### src/rtl/inst_fetch.sv
// Instruction-fetch stage: single-beat req/ack read of imem, output register held until decode takes it.
// Optional IFETCH_TIMEOUT_EN build macro abandons a memory read after TIMEOUT_CYCLES wait cycles.
module inst_fetch #(
   parameter int unsigned TIMEOUT_CYCLES = 255,
   parameter logic [31:0] NOP_WORD       = 32'h0000_0000
) (
   input  logic        clock,
   input  logic        reset,
   input  logic [31:0] pc_in,
   input  logic        pc_valid,
   input  logic        flush,
   output logic        imem_req,
   output logic [31:0] imem_addr,
   input  logic        imem_ack,
   input  logic [31:0] imem_rdata,
   input  logic        id_ready,
   output logic        instr_valid,
   output logic [31:0] instr_out,
   output logic [31:0] instr_pc,
   output logic        fetch_fault,
   output logic        pc_hold
);

   typedef enum logic [1:0] {IDLE, WAIT, VALID} state_t;

   state_t      state_q;
   logic [31:0] addr_q;
   logic [31:0] instr_q;
   logic        fault_q;
   logic        kill_q;

   logic        accept;
   logic        misaligned;
   logic        kill_now;
   logic        timed_out;

   if (TIMEOUT_CYCLES < 1 || TIMEOUT_CYCLES > 255) begin : g_bad_timeout
      $error("inst_fetch: TIMEOUT_CYCLES must be in 1..255");
   end

   // A new target is taken only when the PC is not held and no flush is killing it.
   assign accept     = pc_valid & ~flush &
                       ((state_q == IDLE) | ((state_q == VALID) & id_ready));
   assign misaligned = (pc_in[1:0] != 2'b00);
   assign kill_now   = kill_q | flush;

`ifdef IFETCH_TIMEOUT_EN
   localparam logic [7:0] TMO_LAST = 8'(TIMEOUT_CYCLES - 1);
   logic [7:0] tmo_cnt_q;

   assign timed_out = (state_q == WAIT) & ~imem_ack & (tmo_cnt_q == TMO_LAST);

   always_ff @(posedge clock or posedge reset) begin
      if (reset)
         tmo_cnt_q <= '0;
      else if (accept)
         tmo_cnt_q <= '0;
      else if ((state_q == WAIT) && !imem_ack)
         tmo_cnt_q <= tmo_cnt_q + 8'd1;
   end
`else
   assign timed_out = 1'b0;
`endif

   always_ff @(posedge clock or posedge reset) begin
      if (reset) begin
         state_q <= IDLE;
         addr_q  <= '0;
         instr_q <= NOP_WORD;
         fault_q <= 1'b0;
         kill_q  <= 1'b0;
      end else if (accept) begin
         addr_q <= pc_in;
         kill_q <= 1'b0;
         if (misaligned) begin
            instr_q <= NOP_WORD;
            fault_q <= 1'b1;
            state_q <= VALID;
         end else begin
            state_q <= WAIT;
         end
      end else begin
         case (state_q)
            WAIT: begin
               // The request is never withdrawn on flush; the word is dropped on arrival.
               if (imem_ack) begin
                  kill_q <= 1'b0;
                  if (kill_now) begin
                     state_q <= IDLE;
                  end else begin
                     instr_q <= imem_rdata;
                     fault_q <= 1'b0;
                     state_q <= VALID;
                  end
               end else if (timed_out) begin
                  kill_q <= 1'b0;
                  if (kill_now) begin
                     state_q <= IDLE;
                  end else begin
                     instr_q <= NOP_WORD;
                     fault_q <= 1'b1;
                     state_q <= VALID;
                  end
               end else if (flush) begin
                  kill_q <= 1'b1;
               end
            end
            VALID: begin
               if (flush || id_ready)
                  state_q <= IDLE;
            end
            default: state_q <= IDLE;
         endcase
      end
   end

   assign imem_req    = (state_q == WAIT);
   assign imem_addr   = addr_q;
   assign instr_valid = (state_q == VALID);
   assign instr_out   = instr_q;
   assign instr_pc    = addr_q;
   assign fetch_fault = fault_q;
   assign pc_hold     = (state_q == WAIT) | ((state_q == VALID) & ~id_ready);

endmodule

### config.mk
export PLATFORM = sky130hd
export DESIGN_NAME = inst_fetch
export DESIGN_NICKNAME = d
export VERILOG_FILES = /design/src/rtl/inst_fetch.sv
export SDC_FILE = /design/constraint.sdc
export NUM_CORES = 1
export LEC_CHECK = 0
export ABC_AREA = 1
export ABC_CLOCK_PERIOD_IN_PS = 2400
export CAP_MARGIN = 40
export CORE_AREA = 8 8 99 101
export CTS_BUF_LIST = sky130_fd_sc_hd__clkbuf_16
export DETAILED_ROUTE_END_ITERATION = 16
export DIE_AREA = 0 0 107 109
export DONT_BUFFER_PORTS = 1
export MAX_ROUTING_LAYER = met4
export PLACE_DENSITY = 0.54
export SLEW_MARGIN = 20
export SYNTH_ARGS = -nofsm -noshare
export SYNTH_HDL_FRONTEND = slang
export SYNTH_SLANG_ARGS = --single-unit
### constraint.sdc
create_clock -name clock -period 2.4 [get_ports clock]
set_clock_uncertainty 0.1 [all_clocks]
set_input_delay 0.48 -clock clock [delete_from_list [all_inputs] [get_ports clock]]
set_output_delay 0.48 -clock clock [all_outputs]
set_load 0.05 [all_outputs]
==> metrics.txt <==
Int Pwr=around 2.4 mW; met1 usage=approximately 16%; core region area=~8400 um2; total grt overflow=0; most frequent cells in the layout=134 x nand2_1, 68 x dfrtp_1, 66 x inv_1; chip width=approximately 110 um; die area=11,700 um2; share of cells above drive strength 1=15.6%; Cell Area, Placed=3350 um2; worst rel slew slack=between 60% and 70%; grt met3 use=4.73%; r2r worst-path depth=7; Hold Vio Cnt, Final=0; hold depth=2; Setup Fix Bufs, Post-CTS=0; Worst path top cell family by delay=simple AND/OR/NAND/NOR gates; Tcrit/Tclk final=between 70 and 80%; Req. time, crit path=about 2.6 ns; PnR worst setup slack=about 0.58 ns; antenna fix cells=0; Worst Hold Class=in2reg; worst slew pin tran=0.521 ns; post-route insts no fill=between 500 and 600; RSZ-0062 raised after global routing=no; vias in the first global route=2,428; largest net degree at the start of global routing=60; fmax=between 0.5 and 0.6 GHz; Clock Pin Slew Worst Setup and Hold Paths=approximately 0.060 ns; Resize count post-CTS=0; sequential share of power=a little over two fifths; worst r2r src=state_q[1]$_DFFE_PP0P_; VDD IR max=0.388 mV; row cnt=34; Die Ht=~110 um; # DRC=0; Mapped Nets=approximately 470; Total Routing Usage GR=approximately 14%; Initial Util=between 30% and 40%; via-per-instance ratio=roughly 4.6; Comb pwr share=between 20 and 30%; clock latency on the worst-skew pair=about 0.32 ns; root buf cell=clkbuf_16; initial drt markers=approximately 110; GR peak layer=met2; CP Launch Type=flop; gp weighted congestion=about 0.76; Final ANT Viol Nets=0; drt wl/cell=~15 um; number of port buffers=0; Switching Fraction=between 40% and 50%; fin. max-slew vios=0; switching power total=about 2.1 mW; Post-Synthesis Cell Area=3250 um2; CP max-delay cell=dfrtp_1; leakage power=around 2.1 nW; Ports=170; post-synthesis register bit count=approximately 70; Synth warnings=0; Clock power frac=approximately 28%; Netlist cell types=19; first-pass GRT wire length=between 10,000 and 15,000 um; Hold Path Sink=imem_addr[27]$_DFFE_PP0P_; crit path max fanout=32; Max Cap Viol=0; share of the synthesized area in the top cell type=between 50% and 60%; r2r setup slk=0.58 ns; Worst Setup Path Type=reg2reg; initial antenna violation count=0; Synth area leaders=dfrtp_1 52%, nand2_1 15%, inv_1 7.7%; commonest non-fill, non-tap cell in the layout=nand2_1; pwr dens=around 1300 nW/um2; Worst Hold Launch=pc_in[27]; CTS tree=built; Critical Path, Cell by Cell=inv_1 > nand2_1 > inv_2 > nand3_4 > nand2_4 > nand2_1 > nand2_1; status=complete, no violations; Avg Cell Area, Syn=8.15 um2; first-pass detailed-route iteration total=4; Reg2Reg Capture Point=instr_out[28]$_DFFE_PP0P_; Top cell by count, worst path=nand2_1; slowest stage delay, CP=around 0.38 ns; area leader, netlist=dfrtp_1; nets@finish=470; CP Capture Type=flop; CP arrival=1.98 ns; setup_tns=0 ns; endpoints failing setup=0; maximum buffer depth of the clock tree=2; CTS Buf Count=9; met2 usage=between 20 and 25%; Final HPWL DP=roughly 5700 um; Clock Sinks=about 70; Placed Instances=slightly below 500; Seq/Total Area, Yosys=around 52%; fin area=approximately 3700 um2; minimum clock period=around 1.8 ns; hold_buf cts=1; Buf/Inv on CP=2; via count=approximately 2,400; Mapped Cells=399; H-Tree Depth=3; routed wire length=slightly below 8000 um; post-place setup slack=roughly 0.54 ns; Area growth syn-to-layout=12.5%
## final cells by class
type,instances,area (um2)
clock buffer,9,225
inverter,68,255
sequential,68,1700
multi-input combinational,212,937
clock inverter,7,67.6
tap,108,135
fill,860,4720
timing repair buffer,41,335
## flip-flops by register name (all words and copies together) (netlist names)
register,flops
instr_out,32
imem_addr,32
fetch_fault,1
kill_q,1
state_q,2
## synth_stat cells
| library cell | count |
|---|---|
| buf_4 | 33 |
| nand2_4 | 1 |
| nand3_4 | 1 |
| o21ai_1 | 10 |
| nand3_2 | 1 |
| buf_2 | 9 |
| clkbuf_1 | 4 |
| inv_1 | 67 |
| inv_2 | 1 |
| a21oi_1 | 1 |
| nor2_4 | 1 |
| nand3_1 | 34 |
| nor2_1 | 2 |
| buf_6 | 5 |
| o21ai_0 | 25 |
| nand2_1 | 134 |
| dfrtp_1 | 68 |
| or2_2 | 1 |
| nand4_2 | 1 |
## per-layer routing
metal / up-vias / share of wire, % / routed length [um]
met5: - / 0 / 0
met4: 0 / 1.7 / 138
met3: 15 / 8.5 / 673
met2: 99 / 49 / 3870
met1: 1093 / 41 / 3230
li1: 1170 / - / -
## worst max path at each step
stage,end,slack (ns),startpoint,cells past startpoint
2_1_floorplan,pc_hold,0.1,id_ready,3
3_3_place_gp,instr_out[27]$_DFFE_PP0P_,0.58,state_q[0]$_DFFE_PP0P_,6
3_5_place_dp,imem_addr[21]$_DFFE_PP0P_,0.54,id_ready,6
5_1_grt,instr_out[21]$_DFFE_PP0P_,0.40,state_q[0]$_DFFE_PP0P_,6
4_1_cts,instr_out[0]$_DFFE_PP0P_,0.55,state_q[1]$_DFFE_PP0P_,7
6_report,instr_out[28]$_DFFE_PP0P_,0.58,state_q[1]$_DFFE_PP0P_,7
## power groups by stage
stage	sequential [mW]	combinational, mW	clock [mW]
floorplan	2.34	0.844	0
global placement	1.99	1.34	0
detailed placement	2.00	1.36	0
CTS	1.98	1.36	1.32
global route	2.00	1.44	1.36
finish	1.97	1.34	1.28
## kinds of logic after synthesis
group	synth area share (%)
buffers and inverters	19.1
DFF	52.3
AOI/OAI and AO/OA	5.54
and+or+nand+nor	23.1
## worst reg2reg max path, stage by stage (launching register included)
cell and delay (ns):
dfrtp_1 0.38, inv_1 0.08, nand2_1 0.10, inv_2 0.25
nand3_4 0.28, nand2_4 0.39, nand2_1 0.12, nand2_1 0.08
## per-stage QoR
| stage | power, mW | hold WS, ns | util (%) |
|---|---|---|---|
| after detailed placement | 3.35 | 0.318 | 40.0 |
| after global placement | 3.33 | 0.315 | 40.0 |
| after global routing | 4.79 | 0.192 | 43.6 |
| after CTS | 4.66 | 0.179 | 43.6 |
| final | 4.59 | 0.186 | 43.6 |
| after floorplan | 3.19 | 0.413 | - |
Power figures use the tool's default switching activity.
